File: config.mk
export PLATFORM = sky130hd
export DESIGN_NAME = pair_logic_pipe
export DESIGN_NICKNAME = d
export VERILOG_FILES = /design/src/rtl/pair_logic_pipe.sv
export SDC_FILE = /design/constraint.sdc
export NUM_CORES = 1
export LEC_CHECK = 0
export CORE_MARGIN = 3
export CORE_UTILIZATION = 43
export CTS_CLUSTER_DIAMETER = 120
export CTS_CLUSTER_SIZE = 12
export DETAILED_ROUTE_END_ITERATION = 12
export PLACE_DENSITY = 0.64
export SETUP_SLACK_MARGIN = 0.3
export SYNTH_ARGS = -nofsm -noshare
export SYNTH_HDL_FRONTEND = slang
export SYNTH_SLANG_ARGS = --single-unit
File: constraint.sdc
create_clock -name clk -period 2.51 [get_ports clk]
set_input_delay 0.502 -clock clk [delete_from_list [all_inputs] [get_ports clk]]
set_output_delay 0.502 -clock clk [all_outputs]
set_load 0.02 [all_outputs]
File: src/rtl/pair_logic_pipe.sv
`default_nettype none
// ============================================================================
//  Module   : pair_logic_pipe
//  Purpose  : NCH-channel, WIDTH-bit bitwise pair-logic cell
//             (out1 = in1 op1 in2, out2 = in3 op2 in4). Results are computed
//             at the accept edge and buffered in a DEPTH-entry FIFO behind a
//             valid/ready handshake. The ops are selectable at runtime.
//  Ports    : clk, rst_n (async assert, active low)
//             cfg_we, cfg_op1, cfg_op2   - op select load (0 AND, 1 OR,
//                                          2 XOR, 3 NAND)
//             in_valid/in_ready, in1..in4 - operand beat (NCH*WIDTH each)
//             out_valid/out_ready, out1/out2 - result beat (NCH*WIDTH each)
//             xfer_cnt                    - output handshake count
//  Options  : PAIR_LOGIC_PIPE_XFER_CNT_EN - saturating handshake counter on
//             xfer_cnt; without it, xfer_cnt is tied to zero.
//  Revision : 1.0 - initial release
// ============================================================================
module pair_logic_pipe #(
  parameter int WIDTH = 8,
  parameter int NCH   = 4,
  parameter int DEPTH = 4,
  parameter int CNTW  = 16
) (
  input  logic                   clk,
  input  logic                   rst_n,
  input  logic                   cfg_we,
  input  logic [1:0]             cfg_op1,
  input  logic [1:0]             cfg_op2,
  input  logic                   in_valid,
  output logic                   in_ready,
  input  logic [NCH*WIDTH-1:0]   in1,
  input  logic [NCH*WIDTH-1:0]   in2,
  input  logic [NCH*WIDTH-1:0]   in3,
  input  logic [NCH*WIDTH-1:0]   in4,
  output logic                   out_valid,
  input  logic                   out_ready,
  output logic [NCH*WIDTH-1:0]   out1,
  output logic [NCH*WIDTH-1:0]   out2,
  output logic [CNTW-1:0]        xfer_cnt
);

  localparam int DW = NCH * WIDTH;
  localparam int AW = $clog2(DEPTH);

  localparam logic [1:0]  c_OP_AND  = 2'd0;
  localparam logic [1:0]  c_OP_OR   = 2'd1;
  localparam logic [1:0]  c_OP_XOR  = 2'd2;
  localparam logic [1:0]  c_OP_NAND = 2'd3;
  localparam logic [AW:0] c_PTR_ONE = {{AW{1'b0}}, 1'b1};

  // Op registers; reset values reproduce the legacy AND / OR cell.
  logic [1:0] r_op1;
  logic [1:0] r_op2;

  logic [DW-1:0] r_mem1 [DEPTH];
  logic [DW-1:0] r_mem2 [DEPTH];
  logic [AW:0]   r_wr_ptr;
  logic [AW:0]   r_rd_ptr;
  // Last popped head, presented while the FIFO is empty.
  logic [DW-1:0] r_hold1;
  logic [DW-1:0] r_hold2;

  logic          w_full;
  logic          w_empty;
  logic          w_push;
  logic          w_pop;
  logic [DW-1:0] w_res1;
  logic [DW-1:0] w_res2;
  logic [DW-1:0] w_head1;
  logic [DW-1:0] w_head2;

  function automatic logic [DW-1:0] f_op(input logic [1:0]    op,
                                         input logic [DW-1:0] a,
                                         input logic [DW-1:0] b);
    logic [DW-1:0] r;
    r = '0;
    case (op)
      c_OP_AND:  r = a & b;
      c_OP_OR:   r = a | b;
      c_OP_XOR:  r = a ^ b;
      c_OP_NAND: r = ~(a & b);
      default:   r = '0;
    endcase
    return r;
  endfunction

  // Pointers carry one extra wrap bit to tell full from empty.
  assign w_empty = (r_wr_ptr == r_rd_ptr);
  assign w_full  = (r_wr_ptr[AW] != r_rd_ptr[AW]) &&
                   (r_wr_ptr[AW-1:0] == r_rd_ptr[AW-1:0]);

  assign in_ready  = !w_full;
  assign out_valid = !w_empty;
  assign w_push    = in_valid && !w_full;
  assign w_pop     = out_ready && !w_empty;

  // Results use the op registers as they stand before this edge, so a
  // cfg_we in the same cycle only affects later beats.
  assign w_res1 = f_op(r_op1, in1, in2);
  assign w_res2 = f_op(r_op2, in3, in4);

  assign w_head1 = r_mem1[r_rd_ptr[AW-1:0]];
  assign w_head2 = r_mem2[r_rd_ptr[AW-1:0]];
  assign out1    = w_empty ? r_hold1 : w_head1;
  assign out2    = w_empty ? r_hold2 : w_head2;

  always_ff @(posedge clk or negedge rst_n) begin
    if (!rst_n) begin
      r_op1 <= c_OP_AND;
      r_op2 <= c_OP_OR;
    end else if (cfg_we) begin
      r_op1 <= cfg_op1;
      r_op2 <= cfg_op2;
    end
  end

  always_ff @(posedge clk or negedge rst_n) begin
    if (!rst_n) begin
      r_wr_ptr <= '0;
      r_rd_ptr <= '0;
      r_hold1  <= '0;
      r_hold2  <= '0;
      for (int i = 0; i < DEPTH; i++) begin
        r_mem1[i] <= '0;
        r_mem2[i] <= '0;
      end
    end else begin
      if (w_push) begin
        r_mem1[r_wr_ptr[AW-1:0]] <= w_res1;
        r_mem2[r_wr_ptr[AW-1:0]] <= w_res2;
        r_wr_ptr                 <= r_wr_ptr + c_PTR_ONE;
      end
      if (w_pop) begin
        r_hold1  <= w_head1;
        r_hold2  <= w_head2;
        r_rd_ptr <= r_rd_ptr + c_PTR_ONE;
      end
    end
  end

`ifdef PAIR_LOGIC_PIPE_XFER_CNT_EN
  logic [CNTW-1:0] r_xfer_cnt;

  // Saturating: holds at all-ones instead of wrapping.
  always_ff @(posedge clk or negedge rst_n) begin
    if (!rst_n) begin
      r_xfer_cnt <= '0;
    end else if (w_pop && (r_xfer_cnt != {CNTW{1'b1}})) begin
      r_xfer_cnt <= r_xfer_cnt + {{(CNTW-1){1'b0}}, 1'b1};
    end
  end

  assign xfer_cnt = r_xfer_cnt;
`else
  assign xfer_cnt = '0;
`endif

endmodule
`default_nettype wire

==> results of run 1 <==
final cells by class:
cell class / count / area share
Timing Repair Buffer: 341 / 0.174
Clock inverter: 2 / 0.000730
Inverter: 142 / 0.0222
Sequential cell: 330 / 0.345
Multi-Input combinational cell: 1152 / 0.394
Clock buffer: 44 / 0.0344
Tap cell: 577 / 0.0301
layout by cell type (no fill, tap or decap), drive strengths merged:
cell type | Yosys | layout
a211oi | 32 | 32
a21oi | 52 | 52
buf | 88 | 195
clkbuf | 47 | 54
clkdlybuf4s50 | 0 | 135
clkinv | 0 | 1
conb | 1 | 16
dfrtp | 329 | 329
dfstp | 1 | 1
dlygate4sd3 | 0 | 1
ha | 133 | 133
inv | 142 | 143
mux2 | 198 | 198
mux2i | 12 | 12
mux4 | 64 | 64
nand2 | 290 | 291
nand3 | 1 | 1
nor2 | 52 | 52
o21ai | 288 | 288
o311ai | 4 | 4
or3 | 1 | 1
or3b | 1 | 1
xnor2 | 5 | 5
xor2 | 2 | 2
worst paths after layout:
path / cells after the start / endpoint
min in group asynchronous: 2 / r_hold2[18]
setup reg to reg: 12 / r_hold2[7]
hold / removal: 2 / r_mem2[35]
max in group asynchronous: 3 / r_mem2[100]
hold reg to reg: 2 / r_mem2[35]
setup / recovery: 6 / out1[1]
tightest hold or removal path, stage by stage, from the launching register on:
cell and delay (ns):
dfrtp_1 0.34, nand2_1 0.04, o21ai_0 0.06
power by group through the flow:
stage	Combinational (mW)	Clock, mW	Sequential [mW]
2_1_floorplan	11.4	0	8.83
3_3_place_gp	16.1	0	9.31
3_5_place_dp	16.4	0	9.39
4_1_cts	18.3	4.36	9.32
5_1_grt	21.7	4.56	9.63
6_report	20.3	4.23	9.35
layer usage:
metal / global-route usage / wire length [um] / part of all wire / up-vias
li1: - / - / - / 6412
met1: 0.256 / 22400 / 0.44 / 6650
met2: 0.334 / 24800 / 0.49 / 360
met3: 0.0381 / 3060 / 0.060 / 51
met4: 0.0375 / 662 / 0.013 / 2
met5: 0 / 9 / 0.00018 / -
metrics by stage:
step / worst slack (ns) / total power [mW]
2_1_floorplan: 0.247 / 20.2
3_3_place_gp: -0.197 / 25.4
3_5_place_dp: -0.207 / 25.8
4_1_cts: -0.593 / 32.0
5_1_grt: -0.613 / 35.9
6_report: -0.567 / 33.8
flip-flops by register name, indices dropped and copies added (netlist names):
signal	flops
r_wr_ptr	3
r_op1	2
r_hold2	32
r_op2	2
r_rd_ptr	3
r_mem1	128
r_hold1	32
r_mem2	128
logic make-up (layout without fill, tap and decap cells):
logic type,count (synthesis),in the layout,synth area share
muxes,274,274,0.218
xor gates and xnor gates,7,7,0.00466
adders and majority gates,133,133,0.0885
and+or+nand+nor,345,346,0.0697
DFF,330,330,0.439
AOI/OAI and AO/OA,376,376,0.106
other,1,16,0.000199
buffers and inverters,277,529,0.0748
timing repair:
| action | CTS | global route |
|---|---|---|
| endpoints found under the hold margin | 60 | 0 |
| hold buffers | 1 | 0 |
| setup endpoints to repair | 121 | 306 |
| pin swaps | 1 | 5 |
| resized for setup | 369 | 99 |
| cloned | 12 | 15 |
| buffers inserted | 21 | 32 |
==> summary.md, run 1 <==
| Metric | Value |
|---|---|
| Multi-input logic area | around 9500 um2 |
| PortBufs | 202 |
| Finished Cell Area | 24000 um2 |
| Relative max-transition margin | 0.585 |
| Reg power frac | 0.276 |
| Final WS setup | -0.567 ns |
| Vias | approximately 13000 |
| Max cap viols | 0 |
| CP Buf/Inv Count | 3 |
| Int Pwr | 21.3 mW |
| PwrDens | 1410 nW/um2 |
| Failing checks | negative setup slack |
| Critical path class | register to primary output |
| Layout cells sized above 1 | 0.259 |
| Core box area | between 40000 and 50000 um2 |
| Antenna diode count | 0 |
| Synth Cell Area | 18800 um2 |
| Core Util, Final | 0.563 |
| Antenna violations before repair | 1 |
| Synth warn | 0 |
| Most frequent cell after synthesis | dfrtp_1 |
| # rows | 75 |
| Sequential share of the synthesized area | 0.439 |
| Clock Root Buffer | clkbuf_16 |
| Number of global-route vias before repair | between 10000 and 15000 |
| GRT Resource Usage Total | 0.194 |
| DRC | 0 |
| FF-to-FF setup slack | -0.17 ns |
| Clock Power Share | 0.125 |
| Final setup vio count | 120 |
| Syn avg cell area | around 11 um2 |
| Clock Sink Count | 330 |
| Wirelength per Cell | 19.7 um |
| Clock Skew | 0.0248 ns |
| Status | finished with violations |
| Detailed Routing Iterations Pass 1 | 5 |
| Post-synth top cells | 329 x dfrtp_1, 289 x nand2_1, 284 x o21ai_0 |
| Setup crit start kind | register |
| Reg2reg start | r_rd_ptr[1] |
| CP Cell Sequence | xor2_2 -> or3b_4 -> buf_4 -> clkbuf_16 -> mux2_4 -> buf_6 |
| Sw Ratio | 0.372 |
| Logic pwr share | 0.599 |
| Switching power | ~13 mW |
| Distinct cells, synth | 32 |
| Critical Path Source | r_rd_ptr[1] |
| HP Start | r_mem2[35] |
| Post-synth top area share | 0.438 |
| DR iter-0 viols | ~760 |
| Tightest Pin Transition | 0.622 ns |
| Data required, critical path | 2.01 ns |
| Crit path max fanout | 6 |
| Hold Slack | 0.474 ns |
| Routability Congestion | 0.767 |
| Largest net degree at the start of global routing | approximately 130 |
| Synth Register Bits | 330 |
| Chip width | 215 um |
| RSZ-0062 raised after global routing | true |
| Final Hold Fails | 0 |
| Latest clock arrival within the worst-skew pair | 0.59 ns |
| Starting Density | 0.441 |
| Filler cells | between 3000 and 4000 |
| EDFF count, synth | 0 |
| Clk buf depth | 3 |
| Nets | approximately 2300 |
| GR Overflow Total | 0 |
| Synth top area cells | dfrtp_1 44%, ha_1 8.8%, mux4_2 7.7% |
| Area after DPL | 21600 um2 |
| Global-route wire length before repair | 72800 um |
| DIE AREA | 46300 um2 |
| Clk pin slew, worst setup/hold paths | 0.07 ns |
| Leakage | 11.7 nW |
| Max Clk Rate | around 330 MHz |
| P&R area growth vs syn | 27.5% |
| Final Slew Violations | 0 |
| Period utilization | 1.23 |
| Setup TNS Final | -36.71 ns |
| Crit path largest cell delay | 0.49 ns |
| Primary FF master, synth | dfrtp_1 |
| Post-Synthesis Cells | 1743 |
| Antenna Nets Post-Route | 0 |
| H-tree levels | 1 |
| CTS tree | yes |
| Final cell count without fillers | 2588 |
| Detail Placement HPWL | 29300 um |
| Critical-path top delay cell | dfrtp_4 |
| Crit-path leading delay family | buffers and inverters |
| Final wirelength | 51000 um |
| Placed cell count | 2461 |
| Final worst path period need | 3.08 ns |
| Routed vias/inst | 5.21 |
| Num CTS Buffers | 31 |
| Share of flip-flops with an asynchronous set or reset after synthesis | 1.00 |
| Max IR drop VDD | 0.726 mV |
| Synth area leader | dfrtp_1 |
| Register area | 8280 um2 |
| Top Ports | 219 |
| HP Class | register to register |
| Worst EP arrival | 2.57 ns |
| Die Y | 215 um |
| Critical Path End Type | primary output |
No activity file was read; power rests on OpenSTA's default activity.
==> inputs of run 2 (changes only) <==
--- a/config.mk
+++ b/config.mk
@@ -5,6 +5,7 @@
 export SDC_FILE = /design/constraint.sdc
 export NUM_CORES = 1
 export LEC_CHECK = 0
+export CAP_MARGIN = 15
 export CORE_MARGIN = 3
 export CORE_UTILIZATION = 43
 export CTS_CLUSTER_DIAMETER = 120
==> results of run 2 <==
The final DEF is identical to that of run 1; final timing and power are the same.
==> inputs of run 3 (changes only) <==
--- a/config.mk
+++ b/config.mk
@@ -6,12 +6,14 @@
 export NUM_CORES = 1
 export LEC_CHECK = 0
 export CAP_MARGIN = 15
+export CORE_ASPECT_RATIO = 0.5
 export CORE_MARGIN = 3
 export CORE_UTILIZATION = 43
 export CTS_CLUSTER_DIAMETER = 120
 export CTS_CLUSTER_SIZE = 12
 export DETAILED_ROUTE_END_ITERATION = 12
-export PLACE_DENSITY = 0.64
+export DONT_BUFFER_PORTS = 1
+export PLACE_DENSITY = 0.58
 export SETUP_SLACK_MARGIN = 0.3
 export SYNTH_ARGS = -nofsm -noshare
 export SYNTH_HDL_FRONTEND = slang
==> summary.md, run 3 (synthesis gave the netlist of run 1 again) <==
| Metric | Value |
|---|---|
| Wirelength per Cell | 17.0 um (-14%) |
| Vias | 11600 (-14%) |
| Data required, critical path | 2.01 ns (about the same) |
| Clock Root Buffer | clkbuf_16 |
| Num CTS Buffers | 31 (unchanged) |
| CP Cell Sequence | xor2_2 -> or3b_4 -> buf_12 -> mux2_4 |
| Reg2reg start | r_rd_ptr[0] |
| Routed vias/inst | 5.08 (-2.5%) |
| Layout cells sized above 1 | 0.205 (-0.0533) |
| RSZ-0062 raised after global routing | true |
| Period utilization | 1.13 (-0.0951) |
| Routability Congestion | 0.729 (-5.0%) |
| Clock Power Share | 0.157 (+0.032) |
| CTS tree | yes |
| Final setup vio count | 65 (-46%) |
| PwrDens | 1330 nW/um2 (-5.8%) |
| Critical path class | register to primary output |
| Critical Path End Type | primary output |
| Max IR drop VDD | 0.762 mV (+5.0%) |
| Latest clock arrival within the worst-skew pair | 0.57 ns (-0.02 ns) |
| Relative max-transition margin | 0.340 (-0.245) |
| P&R area growth vs syn | 7.57% |
| Final wirelength | 38800 um (-24%) |
| Crit path max fanout | 32 (+26) |
| Clock Sink Count | 330 (unchanged) |
| Critical-path top delay cell | dfrtp_4 |
| Top Ports | 219 (unchanged) |
| PortBufs | 0 (-100%) |
| GR Overflow Total | 0 (unchanged) |
| Commonest non-fill, non-tap cell in the layout | dfrtp_1 |
| Clock Skew | 0.0170 ns (-0.00787 ns) |
| Final Hold Fails | 329 (+329) |
| Setup TNS Final | -19.77 ns (+16.94 ns) |
| DR iter-0 viols | 559 (-26%) |
| Clk buf depth | 3 (unchanged) |
| Largest net degree at the start of global routing | 331 (+160%) |
| Antenna violations before repair | 1 (unchanged) |
| H-tree levels | 1 (unchanged) |
| Final worst path period need | 2.84 ns (-0.239 ns) |
| Logic pwr share | 0.498 (-0.101) |
| Placed cell count | 2230 (-9.4%) |
| Multi-input logic area | 9310 um2 (-1.5%) |
| CP Buf/Inv Count | 1 (-2) |
| Detail Placement HPWL | 25400 um (-13%) |
| DRC | 0 (unchanged) |
| Global-route wire length before repair | 63600 um (-13%) |
| R2r worst-path depth | 5 (-7) |
| Sw Ratio | 0.384 (+0.0123) |
| Clk pin slew, worst setup/hold paths | 0.07 ns (about the same) |
| Final WS setup | -0.328 ns (+0.239 ns) |
| Regs by FF count | r_mem1 x128, r_mem2 x128 |
| Max cap viols | 0 (unchanged) |
| Die Y | 154 um (-28%) |
| Number of global-route vias before repair | 11700 (-13%) |
| Hold Slack | -0.376 ns (-0.850 ns) |
| Final Slew Violations | 0 (unchanged) |
| Reg power frac | 0.344 (+0.068) |
| # rows | 53 (-29%) |
| Int Pwr | 16.6 mW (-22%) |
| Starting Density | 0.442 (about the same) |
| Nets | 1961 (-14%) |
| Final cell count without fillers | 2283 (-12%) |
| Tightest Pin Transition | 0.989 ns (+0.367 ns) |
| FF-to-FF setup slack | 0.40 ns (+0.57 ns) |
| Crit-path leading delay family | flip-flops |
| Switching power | 10.3 mW (-18%) |
| Crit path largest cell delay | 0.52 ns (+0.03 ns) |
| Antenna Nets Post-Route | 0 (unchanged) |
| DIE AREA | 46400 um2 (+0.33%) |
| Core Util, Final | 0.475 (-0.0878) |
| Commonest non-fill, non-tap cells in the layout | 321 x dfrtp_1, 288 x nand2_1, 272 x o21ai_0 |
| Max Clk Rate | 352 MHz (+8.4%) |
| Core box area | 42600 um2 (about the same) |
| Register area | 8280 um2 (about the same) |
| Chip width | 302 um (+40%) |
| Failing checks | negative hold slack, negative setup slack |
| HP Class | primary input to asynchronous set/reset pin |
| Worst EP arrival | 2.34 ns (-0.23 ns) |
| Filler cells | 3954 (+8.0%) |
| Final Power | 26.9 mW (-21%) |
| Setup crit start kind | register |
| Status | finished with violations |
| Detailed Routing Iterations Pass 1 | 4 (-1) |
| Reg2reg end | r_hold1[26] |
| Leakage | 9.80 nW (-16%) |
| GRT Resource Usage Total | 0.170 (-0.0235) |
-- run 3: cell count changes in the layout (fill, tap and decap cells not counted), moves of 13 or more --
cell,change
mux2_4,-30
clkdlybuf4s50_1,-135
mux2_2,+30
buf_16,-13
buf_4,-38
buf_6,-84
buf_12,-18
-- run 3: area by class of cell --
type,count,share of cell area
tap,577,0.0357
inverter,142,0.0263
clock inverter,2,0.000866
timing repair buffer,35,0.0270
sequential,330,0.409
antenna,1,0.000124
clock buffer,45,0.0409
multi-input combinational,1151,0.460
-- run 3: how the worst max path moves through the flow --
stage / cells after the start / end / startpoint / slack (ns)
finish: 4 / out1[13] / r_rd_ptr[0] / -0.33
global placement: 4 / out1[13] / r_rd_ptr[1] / 0.27
floorplan: 6 / out1[14] / r_wr_ptr[2] / 0.25
CTS: 4 / out1[19] / r_rd_ptr[1] / -0.36
detailed placement: 4 / out1[19] / r_rd_ptr[1] / 0.25
global route: 4 / out1[14] / r_rd_ptr[0] / -0.40
-- run 3: repair_timing --
item | in CTS | in global routing
gates resized for setup | 9 | 18
endpoints found under the hold margin | 330 | 329
endpoints found under the setup margin | 66 | 83
pin swaps | 1 | 4
buffers inserted | 2 | 3
-- run 3: routing by layer --
| layer | GRT usage | vias to the layer above | routed length, um |
|---|---|---|---|
| met2 | 0.297 | 103 | 19200 |
| met3 | 0.0243 | 35 | 1090 |
| met5 | 0 | - | 0 |
| met1 | 0.230 | 5677 | 18000 |
| li1 | - | 5774 | - |
| met4 | 0.0267 | 0 | 542 |
-- run 3: stage by stage --
step	worst slack (ns)	cell area, um2
2_1_floorplan	0.247	18900
3_3_place_gp	0.273	19300
3_5_place_dp	0.253	19300
5_1_grt	-0.401	20200
6_report	-0.328	20200
4_1_cts	-0.365	20200
-- run 3: worst register-to-register path, cell delays in order, from the launching register on --
cell and delay (ns):
dfrtp_4 0.52, xor2_2 0.18, or3b_4 0.44, nand2_4 0.27, buf_12 0.22, mux2_2 0.35
-- run 3: power groups by stage --
stage               sequential (mW)  clock (mW)  combinational (mW)
global route                   9.58        4.61                14.7
CTS                            9.27        4.40                13.6
global placement               9.30           0                13.1
finish                         9.26        4.23                13.4
floorplan                      8.83           0                11.4
detailed placement             9.34           0                13.4
